===== config.mk =====
export PLATFORM = sky130hd
export DESIGN_NAME = charlie_pwm_scan
export DESIGN_NICKNAME = d
export VERILOG_FILES = /design/src/rtl/charlie_pwm_scan.sv
export SDC_FILE = /design/constraint.sdc
export NUM_CORES = 1
export LEC_CHECK = 0
export BUFFER_PORTS_ARGS = -buffer_cell sky130_fd_sc_hd__buf_2
export CELL_PAD_IN_SITES_DETAIL_PLACEMENT = 1
export CELL_PAD_IN_SITES_GLOBAL_PLACEMENT = 1
export CORE_MARGIN = 2
export CORE_UTILIZATION = 45
export CTS_BUF_LIST = sky130_fd_sc_hd__clkbuf_16
export CTS_CLUSTER_DIAMETER = 40
export DETAILED_ROUTE_END_ITERATION = 16
export PLACE_DENSITY_LB_ADDON = 0.1
export SYNTH_ARGS = -nofsm -noshare
export SYNTH_HDL_FRONTEND = slang
export SYNTH_SLANG_ARGS = --single-unit
export TNS_END_PERCENT = 20

===== constraint.sdc =====
create_clock -name clk -period 5 [get_ports clk]
set_input_delay 1.5 -clock clk [delete_from_list [all_inputs] [get_ports clk]]
set_output_delay 1.5 -clock clk [all_outputs]
set_load 0.1 [all_outputs]

===== src/rtl/charlie_pwm_scan.sv =====
// Charlieplexed LED scanner with per-LED PWM intensity and a tear-free double-buffered frame.
// The host writes a staging copy at any time; the copy moves into the displayed shadow only at a frame boundary.
module charlie_pwm_scan #(
  parameter int PINS  = 8,
  parameter int BPP   = 2,
  parameter int DWELL = 4
) (
  input  logic                      clk,
  input  logic                      rst_n,
  input  logic                      en,
  input  logic [PINS*PINS*BPP-1:0]  fb_in,
  input  logic                      load,
  output logic [PINS-1:0]           pin_out,
  output logic [PINS-1:0]           pin_oe,
  output logic [$clog2(PINS)-1:0]   row_idx,
  output logic                      load_pending,
  output logic                      frame_done,
  output logic [7:0]                frame_count
);

  localparam int FBW       = PINS * PINS * BPP;
  localparam int PWM_STEPS = (1 << BPP) - 1;
  localparam int RW        = $clog2(PINS);
  localparam int SW        = (PWM_STEPS > 1) ? $clog2(PWM_STEPS) : 1;
  localparam int DW        = (DWELL > 1) ? $clog2(DWELL) : 1;
  localparam int CW        = (BPP > SW) ? BPP : SW;

  typedef enum logic [1:0] {S_OFF, S_BLANK, S_DRIVE} state_e;

  state_e          state_q, state_d;
  logic [RW-1:0]   row_q, row_d;
  logic [SW-1:0]   slot_q, slot_d;
  logic [DW-1:0]   dwell_q, dwell_d;
  logic [FBW-1:0]  stage_q, stage_d;
  logic [FBW-1:0]  shadow_q, shadow_d;
  logic            pending_q, pending_d;
  logic            frame_done_q, frame_done_d;
  logic [7:0]      frame_count_q, frame_count_d;
  logic            swap;

  always_comb begin
    // NOTE: every signal gets a default before any branch, so no path leaves it unassigned (no latch).
    state_d       = state_q;
    row_d         = row_q;
    slot_d        = slot_q;
    dwell_d       = dwell_q;
    stage_d       = stage_q;
    shadow_d      = shadow_q;
    pending_d     = pending_q;
    frame_count_d = frame_count_q;
    frame_done_d  = 1'b0;
    swap          = 1'b0;

    if (!en) begin
      state_d = S_OFF;
      row_d   = '0;
      slot_d  = '0;
      dwell_d = '0;
    end else begin
      case (state_q)
        S_OFF: begin
          state_d = S_BLANK;
          row_d   = '0;
          swap    = pending_q;
        end
        S_BLANK: begin
          state_d = S_DRIVE;
          slot_d  = '0;
          dwell_d = '0;
        end
        S_DRIVE: begin
          if (dwell_q == DW'(DWELL - 1)) begin
            dwell_d = '0;
            if (slot_q == SW'(PWM_STEPS - 1)) begin
              slot_d  = '0;
              state_d = S_BLANK;
              if (row_q == RW'(PINS - 1)) begin
                row_d         = '0;
                frame_done_d  = 1'b1;
                frame_count_d = frame_count_q + 8'd1;
                swap          = pending_q;
              end else begin
                row_d = row_q + 1'b1;
              end
            end else begin
              slot_d = slot_q + 1'b1;
            end
          end else begin
            dwell_d = dwell_q + 1'b1;
          end
        end
        default: state_d = S_OFF;
      endcase
    end

    // Swap reads the old stage, so a load on the same edge stays staged for the next boundary.
    if (swap) begin
      shadow_d  = stage_q;
      pending_d = 1'b0;
    end
    if (load) begin
      stage_d   = fb_in;
      pending_d = 1'b1;
    end
  end

  always_ff @(posedge clk) begin
    // NOTE: state updates use non-blocking assignments so every flop samples pre-edge values.
    if (!rst_n) begin
      state_q       <= S_OFF;
      row_q         <= '0;
      slot_q        <= '0;
      dwell_q       <= '0;
      // NOTE: the frame buffers are reset too; a blank display after reset is part of the contract.
      stage_q       <= '0;
      shadow_q      <= '0;
      pending_q     <= 1'b0;
      frame_done_q  <= 1'b0;
      frame_count_q <= '0;
    end else begin
      state_q       <= state_d;
      row_q         <= row_d;
      slot_q        <= slot_d;
      dwell_q       <= dwell_d;
      stage_q       <= stage_d;
      shadow_q      <= shadow_d;
      pending_q     <= pending_d;
      frame_done_q  <= frame_done_d;
      frame_count_q <= frame_count_d;
    end
  end

  // Pin decode depends only on registered state and shadow.
  logic [PINS-1:0] lit;

  always_comb begin
    lit     = '0;
    pin_oe  = '0;
    pin_out = '0;
    for (int c = 0; c < PINS; c++) begin
      if (c != int'(row_q)) begin
        lit[c] = CW'(shadow_q[(int'(row_q) * PINS + c) * BPP +: BPP]) > CW'(slot_q);
      end
    end
    if (state_q == S_DRIVE && |lit) begin
      pin_oe         = lit;
      pin_oe[row_q]  = 1'b1;
      pin_out[row_q] = 1'b1;
    end
  end

  assign row_idx      = row_q;
  assign load_pending = pending_q;
  assign frame_done   = frame_done_q;
  assign frame_count  = frame_count_q;

endmodule


==> results.py <==
metrics = {
    "floorplanning": {
        "die-width_um": 170.3,
        "design.portCount": 161,
        "die_height_um": 170.3,
        "initial_utilization_pct": 46.05,
        "floorplan.die_area_um2": 29000,
        "coreArea_um2": 27030,
        "num_rows": 60,
    },
    "power_and_ir_drop": {
        "worst_ir_drop_vdd_v": 0.0002357,
        "power.static_leakage_nw": 6.298,
        "pwr_cell_area_nw_per_um2": 347.4,
    },
    "setup_path": {
        "crit_type": "reg -> out",
        "worstPathMaxFanout": 16,
        "element_type_at_the_critical_path_end": "primary output",
        "rrSetupSlack_ns": 2.11,
        "cp_data_arrival_time_ns": 3.51,
        "crit_path_start_kind": "flop",
        "reg2regPathDepth": 7,
        "worstReg2RegEnd": "shadow_q[64]",
        "worstReg2RegStart": "state_q[0]",
        "critical_path_required_ns": 3.50,
    },
    "clocking": {
        "clock_tree_from_tritoncts": "built",
        "h_tree_lvls": 2,
        "cts_root_buf": "clkbuf_16",
        "cts.path.max_buffers": 3,
        "cts_buffers": 39,
        "clock_latency_ns": 0.52,
        "cts.hold.buffers_added": 0,
        "worst_setup_hold_path_clk_slew_ns": 0.06,
        "cts_sinks": 275,
    },
    "global_routing": {
        "grt_start_max_net_pins": 150,
        "first_global_vias": 9540,
        "grt-ovfl-total": 0,
        "grt_first_pass_wirelength_mm": 54.12,
        "grt_antenna_before_repair": 0,
        "gr-usage-all-layers_pct": 24.17,
    },
    "yosys": {
        "synth_async_sr_flop_share_pct": 0,
        "sequential_share_of_the_synthesized_area_pct": 44.24,
        "syn-num-nets": 1457,
        "synth_seq_cells": 275,
        "ys_dominant_reg_cell": "dfxtp_1",
        "post_synth_num_cell_types": 44,
        "edff_count_synth": 0,
        "synth_area_per_cell_um2": 9.595,
        "post_synth_instance_area_um2": 12440,
        "synth_warnings": 0,
        "synthesis.instances": 1297,
    },
    "hold_path": {
        "worstHoldPathCells": 2,
        "min_delay_worst_endpoint": "shadow_q[102]",
        "holdCritStartpoint": "stage_q[102]",
        "class_of_the_tightest_hold_or_removal_check": "reg -> reg",
    },
    "routing": {
        "drt-met1-wl_mm": 17.01,
        "ant_nets": 0,
        "drt_first_pass_iters": 4,
        "route.vias.total": 9714,
        "avgRoutedWirePerCell_um": 19.80,
        "drtIter0Drc": 582,
        "drc_errors": 0,
        "totalWireLength_mm": 35.95,
        "top_signal_layer_used": "met4",
        "viasPerCell": 5.349,
        "wl_met3_mm": 1.823,
        "met2_length_mm": 16.37,
    },
    "timing": {
        "timing.slew.headroom_pct": 40.41,
        "pins_over_their_slew_limit": 0,
        "timing_hold_violations_final": 0,
        "layout_worst_path_cycle_share_pct": 100.2,
        "timing.clock.skew_ns": 0.01306,
        "timing.final.ws_setup_ns": -0.007581,
        "timing_worst_slew_pin_value_ns": 0.8938,
        "fmax_ghz": 0.1997,
        "timing.final.setup_violations": 3,
        "timing.final.crit_period_ns": 5.008,
    },
    "finish": {
        "most_frequent_standard_cell_in_the_layout_excluding_fill_and_tap_cells": "nand2_1",
        "design_area_um2": 15690,
        "post_layout_nonfiller_instances": 1816,
        "finalNetCount": 1604,
        "area_growth_syn_to_layout_pct": 26.06,
        "num_antenna_cells": 0,
        "final_core_utilization_pct": 58.05,
        "final_cell_mix": "nand2_1, dfxtp_1, mux2i_1, buf_2, nor2b_1",
        "post_route_cells_drive_above_1_share_pct": 23.19,
        "filler_cell_count": 3014,
    },
    "place": {
        "pre_cts_slack_ns": 0.1766,
        "place_congestion": 0.8854,
        "numPlacedInstances": 1723,
        "buffer_ports.inserted": 160,
        "placed_instance_area_um2": 13990,
        "place.detailed.hpwl_mm": 25.08,
    },
    "status": {
        "run_status": "finished with violations",
        "violated_checks": "setup timing",
    },
    "job": {
        "drv_cap": 0,
    },
}
==> worst max-delay path, cell delays in order, from the launching register on <==
cell      delay, ns
dfxtp_4        0.46
buf_12         0.16
mux2i_2        0.24
o21ai_0        0.16
a221oi_2       0.29
ha_1           0.27
a22oi_1        0.25
o21ai_2        0.17
and4_4         0.24
buf_12         0.18
a221oi_4       0.35
buf_12         0.22
==> cell usage after synthesis (all sizes together) (2+ instances only) <==
cell,instances,area [um^2]
nor4,4,25.02
mux4,10,225.2
nor2,22,82.58
a22o,3,26.28
clkbuf,58,217.7
a221oi,14,122.6
a22oi,15,112.6
nand2,294,1104
o21ai,15,75.07
inv,12,45.04
a31oi,4,25.02
and2,8,50.05
nor2b,143,894.6
ha,28,350.3
a21oi,10,50.05
nor3,3,15.01
buf,40,274.0
mux2,9,101.4
o221ai,7,61.31
o22ai,3,18.77
dfxtp,275,5505
mux2i,274,2743
xor2,3,26.28
nand3,13,65.06
xnor2,3,26.28
and4,2,17.52
a211oi,9,67.56
nand2b,4,25.02
==> stage by stage <==
stage                     power [mW]  hold slack (ns)  setup TNS (ns)
after floorplan                2.649           0.4305               0
after global placement         2.764           0.4443               0
after detailed placement       2.776           0.4514               0
after CTS                      5.490           0.4617               0
after global routing           5.642           0.4762         -0.3652
final                          5.450           0.4591       -0.009667
==> worst max path at each step <==
stage / from / cells after the start / endpoint / slack [ns]
2_1_floorplan: row_idx[0] / 12 / pin_oe[5] / 0.003
3_3_place_gp: row_idx[0] / 12 / pin_oe[0] / 0.28
3_5_place_dp: row_idx[0] / 12 / pin_oe[4] / 0.18
4_1_cts: row_idx[0] / 11 / pin_oe[7] / 0.002
5_1_grt: row_idx[0] / 11 / pin_oe[4] / -0.06
6_report: row_idx[0] / 11 / pin_oe[4] / -0.008
==> layout make-up <==
type / count / area, um^2 / share of cell area [%]
repair buffers: 204 / 1597 / 10.18
flip-flops and latches: 275 / 5517 / 35.17
inverters: 13 / 50.05 / 0.3190
well taps: 341 / 426.7 / 2.720
multi-input cells: 911 / 6807 / 43.39
clock buffers: 40 / 1001 / 6.381
clock inverters: 32 / 290.3 / 1.850
==> repair_timing <==
action,in CTS,in global routing
pin swaps,3,6
gates resized for setup,16,28
setup buffers,10,9
endpoints found under the setup margin,16,16
gates cloned,0,2
==> per-layer routing <==
| layer | track usage, % | up-vias |
|---|---|---|
| met3 | 4.023 | 56 |
| met4 | 6.503 | 0 |
| li1 | - | 4699 |
| met5 | 0 | - |
| met1 | 34.05 | 4713 |
| met2 | 38.37 | 246 |
==> power breakdown <==
part	switching, mW	internal (mW)
combinational	0.220	0.190
sequential	0.0552	2.27
clock	1.04	1.67
==> sequential cells by signal, summed over array words and instances, names as in the netlist <==
| signal | count |
|---|---|
| slot_q | 2 |
| shadow_q | 128 |
| stage_q | 128 |
| state_q | 2 |
| dwell_q | 2 |
| row_idx | 3 |
| frame_count | 8 |
| frame_done | 1 |
| load_pending | 1 |
==> kinds of logic (layout without fill, tap and decap cells) <==
group	after synthesis	count (layout)	share of synthesized area [%]
flops	275	275	44.24
compound gates	84	84	4.786
mux	293	293	24.66
xor+xnor	6	6	0.4224
fa+ha+maj	28	28	2.815
simple gates	500	500	18.73
buf+inv	111	289	4.343
Power figures use the tool's default switching activity.
